**src/rtl/mem_arbiter_pkg.sv**
```systemverilog
`default_nettype none
//------------------------------------------------------------------------------
// bexkat1Def: core typedefs shared by the bus interface and the memory arbiter.
// Rev 1.0
//------------------------------------------------------------------------------
package bexkat1Def;

  localparam int WB_AW = 32;
  localparam int WB_DW = 32;

  typedef logic [WB_AW-1:0] addr_t;
  typedef logic [WB_DW-1:0] word_t;

  typedef enum logic [1:0] {
    S_IDLE  = 2'd0,
    S_INS   = 2'd1,
    S_DRAIN = 2'd2,
    S_DAT   = 2'd3
  } arb_state_t;

endpackage
`default_nettype wire

```
**src/rtl/mem_arbiter_if.sv**
```systemverilog
`default_nettype none
//------------------------------------------------------------------------------
// if_wb: 32-bit pipelined Wishbone bundle with master and slave views.
// Rev 1.0
//------------------------------------------------------------------------------
interface if_wb;
  import bexkat1Def::*;

  logic       cyc;
  logic       stb;
  logic       we;
  logic [3:0] sel;
  addr_t      adr;
  word_t      dat_o;
  word_t      dat_i;
  logic       stall;
  logic       ack;

  modport master (
    output cyc, stb, we, sel, adr, dat_o,
    input  dat_i, stall, ack
  );

  modport slave (
    input  cyc, stb, we, sel, adr, dat_o,
    output dat_i, stall, ack
  );

endinterface
`default_nettype wire

```
**src/rtl/mem_arbiter.sv**
```systemverilog
`default_nettype none
//------------------------------------------------------------------------------
// mem_arbiter: shares one pipelined Wishbone bus between ifetch and data masters.
// Rev 1.0
//------------------------------------------------------------------------------
module mem_arbiter
  import bexkat1Def::*;
#(
  parameter int MAXOUT = 4
) (
  input  logic  clk_i,
  input  logic  rst_i,
  if_wb.slave   ins,
  if_wb.slave   dat,
  if_wb.master  bus
);

  localparam int CW = $clog2(MAXOUT + 1);
  // Abandoned acks can pile up across several aborts, so give them headroom.
  localparam int SW = CW + 2;
  localparam logic [CW-1:0] C_MAX = CW'(MAXOUT);

  arb_state_t      state, state_next;
  logic [CW-1:0]   count, count_next;
  logic [SW-1:0]   stale, stale_next;
  logic [SW:0]     stale_sum;
  logic            ack_live;
  logic            full;
  logic            stb;
  logic            accept;
  logic            abort;

  always_ff @(posedge clk_i) begin
    if (rst_i) begin
      state <= S_IDLE;
      count <= '0;
      stale <= '0;
    end else begin
      state <= state_next;
      count <= count_next;
      stale <= stale_next;
    end
  end

  always_comb begin
    // Acks owed to aborted transfers drain first and are never forwarded.
    ack_live = bus.ack && (stale == '0) && (count != '0);
    full     = (count == C_MAX) && !ack_live;

    stb       = 1'b0;
    bus.cyc   = 1'b0;
    bus.we    = ins.we;
    bus.sel   = ins.sel;
    bus.adr   = ins.adr;
    bus.dat_o = ins.dat_o;
    ins.stall = 1'b1;
    ins.ack   = 1'b0;
    dat.stall = 1'b1;
    dat.ack   = 1'b0;
    ins.dat_i = bus.dat_i;
    dat.dat_i = bus.dat_i;

    case (state)
      S_INS: begin
        bus.cyc   = ins.cyc;
        stb       = ins.stb && !full;
        ins.stall = bus.stall || full;
        ins.ack   = ack_live;
      end
      S_DRAIN: begin
        bus.cyc = 1'b1;
        ins.ack = ack_live;
      end
      S_DAT: begin
        bus.cyc   = dat.cyc;
        bus.we    = dat.we;
        bus.sel   = dat.sel;
        bus.adr   = dat.adr;
        bus.dat_o = dat.dat_o;
        stb       = dat.stb && !full;
        dat.stall = bus.stall || full;
        dat.ack   = ack_live;
      end
      default: ;
    endcase

    bus.stb = stb;
    accept  = stb && !bus.stall;

    count_next = count;
    if (accept && !ack_live)
      count_next = count + CW'(1);
    else if (!accept && ack_live)
      count_next = count - CW'(1);

    stale_next = stale;
    if (bus.ack && (stale != '0))
      stale_next = stale - SW'(1);

    state_next = state;
    abort      = 1'b0;
    case (state)
      S_IDLE: begin
        if (dat.cyc)
          state_next = S_DAT;
        else if (ins.cyc)
          state_next = S_INS;
      end
      S_INS: begin
        if (!ins.cyc) begin
          abort      = 1'b1;
          state_next = dat.cyc ? S_DAT : S_IDLE;
        end else if (dat.cyc) begin
          state_next = ((count != '0) || accept) ? S_DRAIN : S_DAT;
        end
      end
      S_DRAIN: begin
        if (!ins.cyc) begin
          abort      = 1'b1;
          state_next = S_DAT;
        end else if (count_next == '0) begin
          state_next = S_DAT;
        end
      end
      S_DAT: begin
        if (!dat.cyc) begin
          abort      = 1'b1;
          state_next = ins.cyc ? S_INS : S_IDLE;
        end
      end
      default: state_next = S_IDLE;
    endcase

    stale_sum = {1'b0, stale_next} + (SW+1)'(count_next);
    if (abort) begin
      stale_next = stale_sum[SW] ? '1 : stale_sum[SW-1:0];
      count_next = '0;
    end
  end

endmodule
`default_nettype wire
```
**src/flat_wrapper.sv**
```systemverilog
// flat-port wrapper written by rule: the top's interface ports become plain ports
module mem_arbiter_flat import bexkat1Def::*;
#(
  parameter int MAXOUT = 4
)
  (clk_i, rst_i, ins_cyc, ins_stb, ins_we, ins_sel, ins_adr, ins_dat_o, ins_dat_i, ins_stall, ins_ack, dat_cyc, dat_stb, dat_we, dat_sel, dat_adr, dat_dat_o, dat_dat_i, dat_stall, dat_ack, bus_cyc, bus_stb, bus_we, bus_sel, bus_adr, bus_dat_o, bus_dat_i, bus_stall, bus_ack);
  if_wb ins_i ();
  if_wb dat_i ();
  if_wb bus_i ();
  input  logic clk_i;
  input  logic rst_i;
  input wire logic [$bits(ins_i.cyc)-1:0] ins_cyc;
  input wire logic [$bits(ins_i.stb)-1:0] ins_stb;
  input wire logic [$bits(ins_i.we)-1:0] ins_we;
  input wire logic [$bits(ins_i.sel)-1:0] ins_sel;
  input wire logic [$bits(ins_i.adr)-1:0] ins_adr;
  input wire logic [$bits(ins_i.dat_o)-1:0] ins_dat_o;
  output wire logic [$bits(ins_i.dat_i)-1:0] ins_dat_i;
  output wire logic [$bits(ins_i.stall)-1:0] ins_stall;
  output wire logic [$bits(ins_i.ack)-1:0] ins_ack;
  input wire logic [$bits(dat_i.cyc)-1:0] dat_cyc;
  input wire logic [$bits(dat_i.stb)-1:0] dat_stb;
  input wire logic [$bits(dat_i.we)-1:0] dat_we;
  input wire logic [$bits(dat_i.sel)-1:0] dat_sel;
  input wire logic [$bits(dat_i.adr)-1:0] dat_adr;
  input wire logic [$bits(dat_i.dat_o)-1:0] dat_dat_o;
  output wire logic [$bits(dat_i.dat_i)-1:0] dat_dat_i;
  output wire logic [$bits(dat_i.stall)-1:0] dat_stall;
  output wire logic [$bits(dat_i.ack)-1:0] dat_ack;
  output wire logic [$bits(bus_i.cyc)-1:0] bus_cyc;
  output wire logic [$bits(bus_i.stb)-1:0] bus_stb;
  output wire logic [$bits(bus_i.we)-1:0] bus_we;
  output wire logic [$bits(bus_i.sel)-1:0] bus_sel;
  output wire logic [$bits(bus_i.adr)-1:0] bus_adr;
  output wire logic [$bits(bus_i.dat_o)-1:0] bus_dat_o;
  input wire logic [$bits(bus_i.dat_i)-1:0] bus_dat_i;
  input wire logic [$bits(bus_i.stall)-1:0] bus_stall;
  input wire logic [$bits(bus_i.ack)-1:0] bus_ack;
  assign ins_i.cyc = ins_cyc;
  assign ins_i.stb = ins_stb;
  assign ins_i.we = ins_we;
  assign ins_i.sel = ins_sel;
  assign ins_i.adr = ins_adr;
  assign ins_i.dat_o = ins_dat_o;
  assign ins_dat_i = ins_i.dat_i;
  assign ins_stall = ins_i.stall;
  assign ins_ack = ins_i.ack;
  assign dat_i.cyc = dat_cyc;
  assign dat_i.stb = dat_stb;
  assign dat_i.we = dat_we;
  assign dat_i.sel = dat_sel;
  assign dat_i.adr = dat_adr;
  assign dat_i.dat_o = dat_dat_o;
  assign dat_dat_i = dat_i.dat_i;
  assign dat_stall = dat_i.stall;
  assign dat_ack = dat_i.ack;
  assign bus_cyc = bus_i.cyc;
  assign bus_stb = bus_i.stb;
  assign bus_we = bus_i.we;
  assign bus_sel = bus_i.sel;
  assign bus_adr = bus_i.adr;
  assign bus_dat_o = bus_i.dat_o;
  assign bus_i.dat_i = bus_dat_i;
  assign bus_i.stall = bus_stall;
  assign bus_i.ack = bus_ack;
  mem_arbiter #(.MAXOUT(MAXOUT)) u_core (.clk_i(clk_i), .rst_i(rst_i), .ins(ins_i), .dat(dat_i), .bus(bus_i));
endmodule
```
**config.mk**
```make
export PLATFORM = sky130hd
export DESIGN_NAME = mem_arbiter_flat
export DESIGN_NICKNAME = d
export VERILOG_FILES = /design/src/rtl/mem_arbiter_pkg.sv /design/src/rtl/mem_arbiter_if.sv /design/src/rtl/mem_arbiter.sv /design/src/flat_wrapper.sv
export SDC_FILE = /design/constraint.sdc
export NUM_CORES = 1
export LEC_CHECK = 0
export CORE_AREA = 2 2 124 126
export DETAILED_ROUTE_END_ITERATION = 7
export DIE_AREA = 0 0 126 128
export SLEW_MARGIN = 0
export SYNTH_ARGS = -nofsm -noshare
export SYNTH_HDL_FRONTEND = slang
export SYNTH_SLANG_ARGS = --single-unit
```
**constraint.sdc**
```tcl
create_clock -name clk_i -period 6.22 [get_ports clk_i]
set_input_delay 1.244 -clock clk_i [delete_from_list [all_inputs] [get_ports clk_i]]
set_output_delay 1.244 -clock clk_i [all_outputs]
set_load 0.1 [all_outputs]
```
-- Word level (Yosys, flattened, before mapping)
Cells that the tools add are included.
- register bits: 10
- output and inout port bits: 139
- word-level logic and storage cells: 67
- add/subtract/negate cells: 4
- equality and inequality tests: 8
- multiplexer cells: 29
- reductions and logical operators: 23
- operators by type and width (operator ; number):
    2-to-1 mux 32 bit ; 2
    2-to-1 mux 2 bit ; 8
    2-to-1 mux 5 bit ; 3
    logical AND 1 bit ; 9
    2-to-1 mux 1 bit ; 9
    case mux 2 bit (4 select lines) ; 1
    adder 5 x 3 -> 6 bit ; 1
    2-to-1 mux 3 bit ; 2
    inequality test 3 bit, second input constant ; 2
    logical NOT 5 bit ; 1
    nonzero test 5 bit ; 1
    subtractor 5 x 1 -> 5 bit, second input constant ; 1
    equality test 2 bit, second input constant ; 2
    logical NOT 1 bit ; 4
    2-to-1 mux 4 bit ; 1
    case mux 1 bit (2 select lines) ; 2
    AND reduction 4 bit ; 1
    OR reduction 2 bit ; 2
    adder 3 x 1 -> 3 bit, second input constant ; 1
    equality test 3 bit, second input constant ; 1
    logical NOT 3 bit ; 1
    inequality test 3 x 2 -> 1 bit, second input constant ; 1
    case mux 1 bit (3 select lines) ; 1
    nonzero test 3 bit ; 1
    5 further kinds ; 6

-- Longest topological paths before layout
Gate-level depths: netlist of run 1.
- word-level depth: 17
- gate-level depth with buffers: 13

-- Worst setup path before layout of run 1
No wires, ideal clock.
- kind: input to output
- start: input port bus_ack
- end: output port bus_stb
- arrival: 2.948 ns
- data required time: 4.976 ns
- setup slack: 2.028 ns
- cell stages on the path: 2
- cells stage by stage: nand3_1 > a22oi_1
- word-level cells in the longest chain between the ends: 7
- elaborated cells between the ends (all ways): 8
- those cells by class: 1 x mux; 7 x reduce/logical
- ends and longest elaborated chain (item ; line ; text):
    start: declaration ; flat_wrapper.sv:38 ; input wire logic [$bits(bus_i.ack)-1:0] bus_ack;
    logical AND 1 bit * (2 in series) ; mem_arbiter.sv:47 ; ack_live = bus.ack && (stale == '0) && (count != '0);
    logical NOT 1 bit * ; mem_arbiter.sv:48 ; full = (count == C_MAX) && !ack_live;
    logical AND 1 bit * ; mem_arbiter.sv:48 ;
    logical NOT 1 bit * ; mem_arbiter.sv:66, mem_arbiter.sv:80 ;
    logical AND 1 bit, on equally long branches ; mem_arbiter.sv:80, mem_arbiter.sv:66 ;
    case mux 1 bit (2 select lines) * ; mem_arbiter.sv:63 ; case (state)
    end: declaration ; flat_wrapper.sv:31 ; output wire logic [$bits(bus_i.stb)-1:0] bus_stb;
Every way passes the cells marked *; elsewhere a longest branch is shown, timed or not.

-- Worst setup path in the final report of run 1
- start: input port bus_ack
- end: output port dat_stall
- word-level cells in the longest chain between the ends: 6
- ends and longest elaborated chain (item ; line ; text):
    logical AND 1 bit (2 in series) ; mem_arbiter.sv:47 ;
    logical NOT 1 bit ; mem_arbiter.sv:48 ;
    logical AND 1 bit ; mem_arbiter.sv:48 ;
    logical OR 1 bit ; mem_arbiter.sv:81 ; dat.stall = bus.stall || full;
    2-to-1 mux 1 bit ; mem_arbiter.sv:63 ;
    end: declaration ; flat_wrapper.sv:28 ; output wire logic [$bits(dat_i.stall)-1:0] dat_stall;
No other way between the ends.

==> results of run 1 <==
-- metrics by stage --
step,cells,hold WS (ns),instance area (um2),utilization
3_5_place_dp,615,0.589,4300,0.290
3_3_place_gp,615,0.563,4300,0.290
2_1_floorplan,281,0.535,2380,-
6_report,618,0.587,4380,0.295
5_1_grt,618,0.646,4380,0.295
4_1_cts,618,0.593,4380,0.295
-- layer usage --
| layer | vias up | global-route usage | routed length, um | part of all wire |
|---|---|---|---|---|
| met5 | - | 0 | 0 | 0 |
| met4 | 0 | 0.0291 | 104 | 0.0097 |
| met2 | 126 | 0.259 | 5930 | 0.55 |
| met3 | 14 | 0.0338 | 893 | 0.083 |
| met1 | 1153 | 0.132 | 3850 | 0.36 |
| li1 | 1226 | - | - | - |
-- registers in the layout (all words and copies together), names as in the netlist --
name / cells
u_core.stale: 5
u_core.count: 3
u_core.state: 2
-- layout make-up --
cell class	count	area [um2]
Inverter	14	52.6
Multi-Input combinational cell	182	1610
Fill cell	1592	10500
Sequential cell	10	200
Timing Repair Buffer	221	2210
Clock buffer	3	75.1
Tap cell	188	235
-- cells by family (layout without fill, tap and decap cells) --
group	count (synthesis)	count (layout)	share of synthesized area
adders and majority gates	14	14	0.0768
AOI/OAI and AO/OA	33	33	0.0931
DFF	10	10	0.0842
xor gates and xnor gates	5	5	0.0184
buffers and inverters	89	238	0.241
muxes	74	74	0.348
and+or+nand+nor	56	56	0.138
-- critical path: cells and delay by family --
| family | cells | cell delay [ns] |
|---|---|---|
| and+or+nand+nor | 2 | 0.35 |
| AOI/OAI and AO/OA | 1 | 0.34 |
| buffers and inverters | 2 | 1.58 |
-- layout by cell type, fill, tap and decap left out, drive strengths merged, types with 2 or more instances in the layout --
cell type	n
or3	5
o211ai	4
nor4	2
and2	4
mux2	70
nor4b	2
mux2i	4
clkbuf	3
nand2	10
nor3b	3
dfxtp	10
o21ai	5
xnor2	2
inv	14
ha	13
xor2	3
a22oi	2
nor3	3
nand3	2
a21oi	8
clkdlybuf4s50	220
a21o	2
a211o	2
a211oi	3
or4	2
nor2b	5
nor2	12
-- power by group --
part | switching, mW | internal [mW] | total [mW]
registers | 0.0284 | 0.0898 | 0.118
logic | 1.15 | 0.520 | 1.67
clock network | 0.0282 | 0.0832 | 0.111
total | 1.20 | 0.693 | 1.89
-- worst max-delay path by stage --
| stage | start | end | depth (start not counted) |
|---|---|---|---|
| after floorplan | bus_ack | bus_stb | 2 |
| after global placement | bus_ack | bus_stb | 4 |
| after detailed placement | bus_ack | bus_stb | 4 |
| after CTS | bus_ack | bus_stb | 4 |
| after global routing | u_core.state[0] | bus_dat_o[23] | 4 |
| final | bus_ack | dat_stall | 5 |
==> impl_metrics.tcl, run 1 <==
set metrics [dict create \
    outcome "complete, no violations" \
    yosys-top-cells-area "mux2_2, buf_4, dfxtp_1" \
    grt_use_total 0.129 \
    critPathMaxFanout 7 \
    vias 2519 \
    final_nets 624 \
    hpwl_um 9470 \
    clk_latency_ns 0.24 \
    place_ws_ns 1.47 \
    grt_antenna_before_repair 0 \
    grt_overflow 0 \
    synth_ff_type "dfxtp_1" \
    yosysSeqAreaShare 0.0842 \
    drtIter0Drc 47 \
    synthesis.instances 281 \
    p_leak_nw 1.61 \
    cts_resized 0 \
    final_hold_viol_count 0 \
    r2r-end "u_core.stale[4]" \
    yosys_register_bits 10 \
    grt_pass1_wl_um 16100 \
    route.antenna.remaining_nets 0 \
    pin_count 317 \
    max-slew-margin-rel 0.311 \
    crit_top_cell "clkdlybuf4s50_1" \
    postSynthAreaPerCell_um2 8.46 \
    fin_crit_ns 4.77 \
    layout_setup_ws_ns 1.45 \
    slowest_delay_ns 1.01 \
    fin_skew_ns 0.000819 \
    grt_max_degree 47 \
    viasPerCell 4.08 \
    power-per-cell-area_nw_per_um2 433 \
    cts_setup_buffers 0 \
    wire_per_inst_um 17.4 \
    setup_viol 0 \
    period_share 0.766 \
    maxCapViolCount 0 \
    hold_path_class "reg2reg" \
    die_x_um 126 \
    port_buffers 220 \
    syn_nets 473 \
    min_delay_path_depth 2 \
    critPathCaptureType "output port" \
    ir_drop_mv 0.242 \
    finalMaxSlewViolations 0 \
    max_freq_mhz 210 \
    startpoint_type "input pin" \
    hold_buffers 0 \
    rsz0062_at_grt "false" \
    ys_types 46 \
    tns_ns 0 \
    initial_utilization 0.160 \
    syn_area_um2 2380 \
    rr_worst_depth 12 \
    crit_type "in2out" \
    clk_pin_slew_ns 0.04 \
    gp_congestion 0.866 \
    async_flop_share 0 \
    cts-root-buf "clkbuf_16" \
    synth_warnings 0 \
    area.growth.synth_to_final_pct 84.1 \
    drc 0 \
    fp.coreArea_um2 14900 \
    synth_edf_count 0 \
    wl_um 10800 \
    clk_path_buf_depth 2 \
    yosysTopAreaCellShare 0.331 \
    drive_gt1_frac 0.191 \
    min_from "u_core.state[1]" \
    synth_common_cells "mux2_2, buf_4, inv_1" \
    grt_pass1_vias 2784 \
    path_cells "clkdlybuf4s50_1, nand3_1, a21oi_1, nand2_1, clkdlybuf4s50_1" \
    yosys.area.top_type "mux2_2" \
    htree_levels 1 \
    cpMaxStageDelayCell "clkdlybuf4s50_1" \
    firstDrtPassIters 4 \
    numCtsBuffers 3 \
    rows 45 \
    cts.sinks 10 \
    antenna_cells 0 \
    crit_arrival_ns 3.52 \
    fp.dieH_um 128 \
    cts_tree "done" \
    yosysMostFrequentCell "mux2_2" \
    tightest_slew_ns 1.03 \
    required_ns 4.98 \
    reg2reg_slack_ns 2.59 \
    whs_endpoint "u_core.state[1]" \
    total_power_mw 1.89 \
    die_area_um2 16100 \
    r2r-start "u_core.state[0]" \
]
Note: power is estimated with default switching activity, not from simulation.
==> run 2: changes to the inputs <==
--- a/config.mk
+++ b/config.mk
@@ -5,9 +5,9 @@
 export SDC_FILE = /design/constraint.sdc
 export NUM_CORES = 1
 export LEC_CHECK = 0
-export CORE_AREA = 2 2 124 126
+export CORE_AREA = 2 2 125 127
 export DETAILED_ROUTE_END_ITERATION = 7
-export DIE_AREA = 0 0 126 128
+export DIE_AREA = 0 0 127 129
 export SLEW_MARGIN = 0
 export SYNTH_ARGS = -nofsm -noshare
 export SYNTH_HDL_FRONTEND = slang
==> constraint.sdc (replaced) <==
create_clock -name clk_i -period 4.7 [get_ports clk_i]
set_input_delay 0.94 -clock clk_i [delete_from_list [all_inputs] [get_ports clk_i]]
set_output_delay 0.94 -clock clk_i [all_outputs]
set_load 0.1 [all_outputs]
==> run 2 against run 1 <==
Effect of this change:
- non-clock buffer count is the same
- combinational power rose by 29%
- via count increased by 1.4%
- critical endpoint is now bus_dat_o[21]
- die area is 1.6% higher
- clock skew is 0.0022 ns higher
==> impl_metrics.tcl, run 2 (same netlist as run 1, synthesis figures left out) <==
set metrics [dict create \
    cts.sinks 10 \
    clk_path_buf_depth 2 \
    final_cell_mix "clkdlybuf4s50_1, buf_4, mux2_2" \
    period_share 0.751 \
    p_leak_nw 1.68 \
    switching_share 0.648 \
    r2r-start "u_core.state[1]" \
    required_ns 3.76 \
    p_int_mw 0.867 \
    tns_ns 0 \
    hold_buffers 0 \
    rows 45 \
    pin_count 317 \
    grt_max_degree 56 \
    rr_worst_depth 12 \
    fin_crit_ns 3.53 \
    hold_path_class "reg2reg" \
    min_from "u_core.state[0]" \
    grt_overflow 0 \
    outcome "complete, no violations" \
    maxCapViolCount 0 \
    firstDrtPassIters 4 \
    initial_utilization 0.159 \
    final_nets 624 \
    final_common_cell "clkdlybuf4s50_1" \
    fp.dieH_um 129 \
    power_frac_comb 0.876 \
    die_area_um2 16400 \
    wire_per_inst_um 18.8 \
    die_x_um 127 \
    rsz0062_at_grt "false" \
    vias 2555 \
    grt_antenna_before_repair 8 \
    power.switching_mw 1.60 \
    tightest_slew_ns 0.691 \
    grt_use_total 0.138 \
    max_freq_mhz 283 \
    htree_levels 1 \
    hpwl_um 10400 \
    clkPwrFrac 0.059 \
    grt_pass1_wl_um 16600 \
    drive_gt1_frac 0.365 \
    regMostFlops "u_core.stale" \
    viasPerCell 4.11 \
    finalMaxSlewViolations 0 \
    port_buffers 220 \
    startpoint_type "register" \
    whs_endpoint "u_core.state[0]" \
    cts_setup_buffers 0 \
    min_delay_path_depth 2 \
    r2r-end "u_core.stale[4]" \
    gp_congestion 0.820 \
    numCtsBuffers 3 \
    pwr-share-seq 0.064 \
    crit_arrival_ns 2.59 \
    clk_latency_ns 0.24 \
    max-slew-margin-rel 0.533 \
    fp.coreArea_um2 15000 \
    route.antenna.remaining_nets 0 \
    ir_drop_mv 0.319 \
    critPathCaptureType "output port" \
    final_hold_viol_count 0 \
    crit_type "reg2out" \
    reg2reg_slack_ns 1.43 \
    grt_pass1_vias 2778 \
    wl_um 11700 \
    largest_reg_flops 5 \
    cts_tree "done" \
    setup_viol 0 \
    cts-root-buf "clkbuf_16" \
    cts_resized 0 \
    reg_top3 "u_core.stale (5), u_core.count (3), u_core.state (2)" \
    fin_skew_ns 0.00302 \
    power-per-cell-area_nw_per_um2 586 \
    finish.utilization 0.281 \
    clk_pin_slew_ns 0.04 \
    drc 0 \
    area.growth.synth_to_final_pct 76.6 \
    drtIter0Drc 37 \
    critPathMaxFanout 55 \
    total_power_mw 2.46 \
]
-- run 2: changes by cell type in the layout (fill, tap and decap cells not counted), sizes merged --
cell,before,now
buf,1,76
clkdlybuf4s50,220,145
diode,0,4
-- run 2: power by group through the flow --
stage / combinational (mW) / clock (mW) / sequential (mW)
floorplan: 1.94 / 0 / 0.147
global placement: 2.14 / 0 / 0.157
detailed placement: 2.16 / 0 / 0.160
CTS: 2.17 / 0.149 / 0.158
global route: 2.27 / 0.151 / 0.164
finish: 2.16 / 0.146 / 0.158
-- run 2: critical path, stage by stage, from the launching register on --
cell and delay, ns:
dfxtp_1 0.43, ha_2 0.55, buf_4 0.63, mux2_2 0.45, buf_4 0.24
-- run 2: area by class of cell --
type,count,area [um2]
Fill cell,1608,10800
Timing Repair Buffer,221,2020
Multi-Input combinational cell,182,1610
Tap cell,188,235
Sequential cell,10,200
Clock buffer,3,75.1
Inverter,14,52.6
Antenna cell,4,10.0
-- run 2: how the worst max path moves through the flow --
| stage | startpoint | to | depth (start not counted) | slack [ns] |
|---|---|---|---|---|
| finish | u_core.state[1] | bus_dat_o[21] | 4 | 1.17 |
| global route | bus_stall | u_core.stale[4] | 12 | 0.90 |
| CTS | u_core.state[1] | bus_dat_o[23] | 4 | 1.15 |
| detailed placement | bus_stall | u_core.stale[4] | 12 | 1.03 |
| global placement | bus_stall | u_core.stale[4] | 12 | 1.12 |
| floorplan | u_core.state[0] | bus_stb | 5 | 0.90 |
-- run 2: per-layer routing --
| metal | share of wire | GRT usage | vias to the layer above | wire [um] |
|---|---|---|---|---|
| met5 | 0.0058 | 0 | - | 68 |
| met4 | 0.014 | 0.0368 | 12 | 163 |
| met3 | 0.16 | 0.0836 | 29 | 1820 |
| met2 | 0.46 | 0.233 | 162 | 5360 |
| met1 | 0.37 | 0.146 | 1116 | 4290 |
| li1 | - | - | 1236 | - |
-- run 2: stage by stage --
| stage | std cells | instance area [um2] | setup slack [ns] | hold slack (ns) |
|---|---|---|---|---|
| CTS | 618 | 4190 | 1.15 | 0.608 |
| finish | 622 | 4200 | 1.17 | 0.603 |
| detailed placement | 615 | 4120 | 1.03 | 0.600 |
| floorplan | 281 | 2380 | 0.897 | 0.535 |
| global placement | 615 | 4120 | 1.12 | 0.583 |
| global route | 618 | 4190 | 0.903 | 0.652 |
